### src/rtl/vga_timing_detector.sv
// Rebuilds pixel position from incoming hsync/vsync, measures line/frame geometry and reports lock.
// Position lags the sync input by 2 cycles; no backpressure, one sample per clock.
module vga_timing_detector #(
  parameter int COUNTER_SIZE     = 11,
  parameter int LOCK_FRAMES      = 2,
  parameter bit SYNC_ACTIVE_HIGH = 1'b0
) (
  input  logic                    control_clock,
  input  logic                    reset,
  input  logic                    hsync_in,
  input  logic                    vsync_in,
  output logic [COUNTER_SIZE-1:0] pixel_x,
  output logic [COUNTER_SIZE-1:0] pixel_y,
  output logic [COUNTER_SIZE-1:0] line_length,
  output logic [COUNTER_SIZE-1:0] frame_lines,
  output logic                    locked,
  output logic                    timing_error
);

  typedef enum logic [1:0] {
    S_SEARCH  = 2'd0,
    S_MEASURE = 2'd1,
    S_TRACK   = 2'd2,
    S_LOCKED  = 2'd3
  } state_t;

  localparam bit                    INVERT   = !SYNC_ACTIVE_HIGH;
  localparam logic [COUNTER_SIZE-1:0] CNT_ONE = COUNTER_SIZE'(1);
  localparam logic [3:0]            LOCK_CNT = 4'(LOCK_FRAMES);

  state_t                  state_q, state_d;
  logic                    hs_r_q, hs_d_q, vs_r_q, vs_d_q;
  logic [COUNTER_SIZE-1:0] pixel_x_q, pixel_x_d;
  logic [COUNTER_SIZE-1:0] pixel_y_q, pixel_y_d;
  logic [COUNTER_SIZE-1:0] line_length_q, line_length_d;
  logic [COUNTER_SIZE-1:0] frame_lines_q, frame_lines_d;
  logic                    vpend_q, vpend_d;
  logic                    line_valid_q, line_valid_d;
  logic                    line_bad_q, line_bad_d;
  logic [3:0]              matches_q, matches_d;
  logic                    locked_q, locked_d;
  logic                    timing_error_q, timing_error_d;

  logic                    hedge, vedge, frame_start, sat, lmis, fmis;
  logic [COUNTER_SIZE-1:0] x_inc, y_inc;
  logic [3:0]              matches_inc;

  assign hedge       = hs_r_q & ~hs_d_q;
  assign vedge       = vs_r_q & ~vs_d_q;
  assign frame_start = hedge & (vpend_q | vedge);
  assign x_inc       = pixel_x_q + CNT_ONE;
  assign y_inc       = pixel_y_q + CNT_ONE;
  assign sat         = &pixel_x_q;
  assign lmis        = hedge & line_valid_q & (x_inc != line_length_q);
  assign fmis        = frame_start & (y_inc != frame_lines_q);
  assign matches_inc = matches_q + 4'd1;

  always_comb begin
    pixel_x_d      = hedge ? '0 : (sat ? pixel_x_q : x_inc);
    pixel_y_d      = pixel_y_q;
    line_length_d  = hedge ? x_inc : line_length_q;
    frame_lines_d  = frame_lines_q;
    vpend_d        = hedge ? 1'b0 : (vedge | vpend_q);
    line_valid_d   = line_valid_q | hedge;
    line_bad_d     = frame_start ? 1'b0 : (line_bad_q | lmis);
    matches_d      = matches_q;
    state_d        = state_q;
    timing_error_d = 1'b0;

    if (frame_start) begin
      pixel_y_d = '0;
    end else if (hedge && !(&pixel_y_q)) begin
      pixel_y_d = y_inc;
    end

    case (state_q)
      S_SEARCH: begin
        if (frame_start) state_d = S_MEASURE;
      end
      S_MEASURE: begin
        if (frame_start) begin
          frame_lines_d = y_inc;
          matches_d     = '0;
          state_d       = S_TRACK;
        end
      end
      S_TRACK: begin
        if (frame_start) begin
          frame_lines_d = y_inc;
          // A line error on the frame-start edge itself still spoils this frame.
          if (line_bad_q | lmis | fmis) begin
            matches_d = '0;
          end else if (matches_inc == LOCK_CNT) begin
            matches_d = '0;
            state_d   = S_LOCKED;
          end else begin
            matches_d = matches_inc;
          end
        end
      end
      S_LOCKED: begin
        if (lmis | fmis) begin
          timing_error_d = 1'b1;
          matches_d      = '0;
          state_d        = S_TRACK;
          if (fmis) frame_lines_d = y_inc;
        end
      end
      default: state_d = S_SEARCH;
    endcase

    if (sat && state_q != S_SEARCH) begin
      state_d        = S_SEARCH;
      line_valid_d   = 1'b0;
      timing_error_d = (state_q == S_LOCKED);
    end

    locked_d = (state_d == S_LOCKED);
  end

  always_ff @(posedge control_clock) begin
    if (reset) begin
      state_q        <= S_SEARCH;
      hs_r_q         <= 1'b0;
      hs_d_q         <= 1'b0;
      vs_r_q         <= 1'b0;
      vs_d_q         <= 1'b0;
      pixel_x_q      <= '0;
      pixel_y_q      <= '0;
      line_length_q  <= '0;
      frame_lines_q  <= '0;
      vpend_q        <= 1'b0;
      line_valid_q   <= 1'b0;
      line_bad_q     <= 1'b0;
      matches_q      <= '0;
      locked_q       <= 1'b0;
      timing_error_q <= 1'b0;
    end else begin
      state_q        <= state_d;
      hs_r_q         <= hsync_in ^ INVERT;
      hs_d_q         <= hs_r_q;
      vs_r_q         <= vsync_in ^ INVERT;
      vs_d_q         <= vs_r_q;
      pixel_x_q      <= pixel_x_d;
      pixel_y_q      <= pixel_y_d;
      line_length_q  <= line_length_d;
      frame_lines_q  <= frame_lines_d;
      vpend_q        <= vpend_d;
      line_valid_q   <= line_valid_d;
      line_bad_q     <= line_bad_d;
      matches_q      <= matches_d;
      locked_q       <= locked_d;
      timing_error_q <= timing_error_d;
    end
  end

  assign pixel_x      = pixel_x_q;
  assign pixel_y      = pixel_y_q;
  assign line_length  = line_length_q;
  assign frame_lines  = frame_lines_q;
  assign locked       = locked_q;
  assign timing_error = timing_error_q;

endmodule
### config.mk
export PLATFORM = sky130hd
export DESIGN_NAME = vga_timing_detector
export DESIGN_NICKNAME = d
export VERILOG_FILES = /design/src/rtl/vga_timing_detector.sv
export SDC_FILE = /design/constraint.sdc
export NUM_CORES = 1
export LEC_CHECK = 0
export ABC_CLOCK_PERIOD_IN_PS = 2700
export CAP_MARGIN = 15
export CORE_ASPECT_RATIO = 0.7
export CORE_MARGIN = 5
export CORE_UTILIZATION = 48
export CTS_CLUSTER_DIAMETER = 30
export CTS_CLUSTER_SIZE = 30
export DETAILED_ROUTE_END_ITERATION = 16
export PLACE_DENSITY = 0.82
export SYNTH_ARGS = -nofsm -noshare
export SYNTH_HDL_FRONTEND = slang
export SYNTH_SLANG_ARGS = --single-unit
### constraint.sdc
create_clock -name control_clock -period 2.7 [get_ports control_clock]
set_input_delay 0.54 -clock control_clock [delete_from_list [all_inputs] [get_ports control_clock]]
set_output_delay 0.54 -clock control_clock [all_outputs]
set_load 0.005 [all_outputs]
==> flow_summary.json <==
{
  "nets": 457,
  "crit_required_ns": 2.93,
  "grt_remaining_overflow": 0,
  "ir_worst_vdd_uv": 262,
  "worstPathArrival_ns": 2.96,
  "area_delta_synth_final_pct": 41.4,
  "dieWidth_um": 106,
  "htree_levels": 3,
  "crit_fanout": 5,
  "gp_congestion": 0.859,
  "power.leakage_uw": 0.00169,
  "via_per_inst": 5.57,
  "drtIter0Drc": 243,
  "critPathLaunch": "pixel_y[8]",
  "drt-pass1-iter-count": 5,
  "synth_area_um2": 3110,
  "remaining_drc_errors": 0,
  "clock_sinks": 59,
  "drive_above_1_share": 0.238,
  "antenna_found_initial": 0,
  "diodes": 0,
  "fin_crit_sh": 1.01,
  "finalSetupViolations": 4,
  "start_kind": "register",
  "core_um2": 6250,
  "vias": 2934,
  "power.share.sequential": 0.476,
  "grt_max_degree": 25,
  "crit_type": "reg2reg",
  "dieArea_um2": 8210,
  "slew_violations": 0,
  "clockRootBuffer": "clkbuf_8",
  "cap_violations": 0,
  "post-route-min-period_ns": 2.73,
  "cts_buffer_depth": 2,
  "switching_power_uw": 480,
  "antenna_left": 0,
  "fin_area_um2": 4390,
  "max_slew_margin": 0.557,
  "grt_pass1_vias": 2739,
  "grt_pass1_wl_um": 13600,
  "p_per_area_nw_per_um2": 438,
  "swShare": 0.250,
  "p_int_uw": 1440,
  "totalWireLength_um": 8760,
  "crit_slowest_cell": "or4b_4",
  "p_comb_frac": 0.107,
  "cp-end-kind": "register",
  "setup_ws_ns": -0.0295,
  "chipHeight_um": 77.3,
  "avgSynthCellArea_um2": 8.80,
  "tritoncts.num_buffers": 9,
  "post_drt_wl_per_cell_um": 16.6,
  "num_rows": 24,
  "synth-seq-cells": 59,
  "syn-num-nets": 366,
  "clkLatencyLatePin_ns": 0.35,
  "ioPinCount": 50,
  "holdCritPathClass": "reg2reg",
  "io_buffers": 49,
  "finClkSkew_ns": 0.0115,
  "r2r_start": "pixel_y[8]",
  "pre_cts_ws_ns": -0.113,
  "synth_cells": 353,
  "critPathMaxStageDelay_ns": 0.60,
  "cts_hold_buf": 0,
  "timing.hold.ws_ns": 0.470,
  "initial_core_util": 0.497,
  "synth_warnings": 0,
  "ys.flop_type": "dfxtp_1",
  "min-delay-start": "vs_r_q",
  "fmax_mhz": 366,
  "seq_area_frac_synth": 0.380,
  "clk_pin_slew_ns": 0.07,
  "gr-usage-all-layers": 0.204,
  "outcome": "complete, but fails checks",
  "violations": "negative setup slack",
  "synth_edf_count": 0,
  "place_area_um2": 3950,
  "hpwlAfterDp_um": 5830,
  "crit_chain": "nand2_1, or4_4, xor3_1, o21ai_1, or4b_4, o211ai_4, buf_12, mux2i_2, nor2_1",
  "hold_viol": 0,
  "rsz0062_at_grt": "yes",
  "worstMarginPinSlew_ns": 0.663,
  "ys_types": 49,
  "cts_tree": "done",
  "clkPwrFrac": 0.417,
  "async_flop_share": 0
}
==> path summary, 6_finish.rpt <==
path	cells after the start	to	slack [ns]
worst min register to register	1	vs_d_q	0.47
worst min-delay path	1	vs_d_q	0.47
worst max register to register	9	frame_lines[6]	-0.03
worst max-delay path	9	frame_lines[6]	-0.03
==> critical path: cells and delay by family, from the launching register on <==
family	cells	cell delay [ns]
compound gates	2	0.33
xor+xnor	1	0.21
buf+inv	1	0.17
flops	1	0.41
mux	1	0.22
simple gates	4	1.28
==> final cells by class <==
type                       count  area, um2
multi-input combinational    268       1980
fill                         444       1850
clock buffer                  11        141
inverter                      10       37.5
sequential                    59       1200
timing repair buffer          96        885
tap                           78       97.6
clock inverter                 5       52.6
==> state kept, by name, indices dropped and copies added (netlist names) <==
| name | flops |
|---|---|
| vpend_q | 1 |
| locked | 1 |
| vs_r_q | 1 |
| line_length | 11 |
| line_bad_q | 1 |
| matches_q | 4 |
| pixel_x | 11 |
| hs_r_q | 1 |
| frame_lines | 11 |
| line_valid_q | 1 |
| hs_d_q | 1 |
| vs_d_q | 1 |
| state_q | 2 |
| pixel_y | 11 |
| timing_error | 1 |
==> synth_stat cells (2+ instances only) <==
cell	count	share of area
and3_1	3	0.0060
inv_1	10	0.012
and2_1	2	0.0040
a21oi_1	17	0.027
a31oi_1	2	0.0040
xor2_1	23	0.065
nand3b_1	4	0.0097
nand2b_1	8	0.016
and4_1	2	0.0056
nor3_1	4	0.0064
nand2_1	26	0.031
nor2_1	56	0.068
nor3b_1	2	0.0048
o21bai_1	2	0.0048
and4b_1	2	0.0064
nor4_1	2	0.0040
nand3_1	9	0.014
mux2i_1	10	0.032
dfxtp_1	59	0.38
nand4_1	4	0.0081
xnor2_1	27	0.076
o21ai_0	11	0.018
or4_1	2	0.0048
ha_1	9	0.036
buf_2	4	0.0064
nor2b_1	5	0.010
clkbuf_1	11	0.013
a211oi_1	12	0.029
or2_2	2	0.0040
o31ai_1	4	0.0097
==> metrics by stage <==
step	TNS, ns	utilization	total power (uW)	cells
floorplan	0	-	1040	353
global placement	0	0.633	1120	503
detailed placement	-0.798	0.633	1130	503
CTS	-0.00859	0.672	1920	522
global route	-1.20	0.703	2000	527
finish	-0.0573	0.703	1920	527
==> cell usage in the layout, fill, tap and decap left out, types with 4 or more instances in the layout <==
master / n
nand3_1: 7
ha_1: 7
a21oi_1: 16
o31ai_1: 4
nand2_1: 23
clkdlybuf4s50_1: 49
nor2_1: 53
inv_1: 10
nand2b_1: 8
mux2i_1: 8
buf_4: 42
o21ai_0: 8
xor2_1: 22
nand3b_1: 4
clkbuf_8: 10
nor2b_1: 5
dfxtp_2: 8
xnor2_1: 23
nor3_1: 4
nand4_1: 4
a211oi_1: 11
dfxtp_1: 48
==> timing repair <==
action	in CTS	in global routing
setup buffers	3	4
gates resized for setup	8	34
gates cloned	0	1
pin swaps	3	15
endpoints found under the setup margin	11	15
==> power groups by stage <==
stage | Combinational [uW] | Clock [uW] | Sequential [uW]
2_1_floorplan | 101 | 0 | 934
3_3_place_gp | 187 | 0 | 931
3_5_place_dp | 193 | 0 | 933
4_1_cts | 198 | 806 | 914
5_1_grt | 224 | 859 | 918
6_report | 207 | 802 | 916
==> kinds of logic (layout without fill, tap and decap cells) <==
| family | Yosys count | count (layout) | synth area share |
|---|---|---|---|
| XOR/XNOR | 52 | 52 | 0.156 |
| multiplexers | 10 | 10 | 0.0322 |
| flip-flops | 59 | 59 | 0.380 |
| adder cells (fa/ha/maj) | 9 | 9 | 0.0362 |
| AO/OA/AOI/OAI | 59 | 59 | 0.135 |
| AND/OR/NAND/NOR | 138 | 138 | 0.224 |
| buffers and inverters | 26 | 122 | 0.0366 |
==> routing by layer <==
metal	global-route usage	vias to the layer above	share of wire
li1	-	1404	-
met2	0.312	124	0.47
met3	0.0529	21	0.072
met5	0	-	0
met1	0.279	1385	0.44
met4	0.0712	0	0.020
No activity file was read; power rests on OpenSTA's default activity.
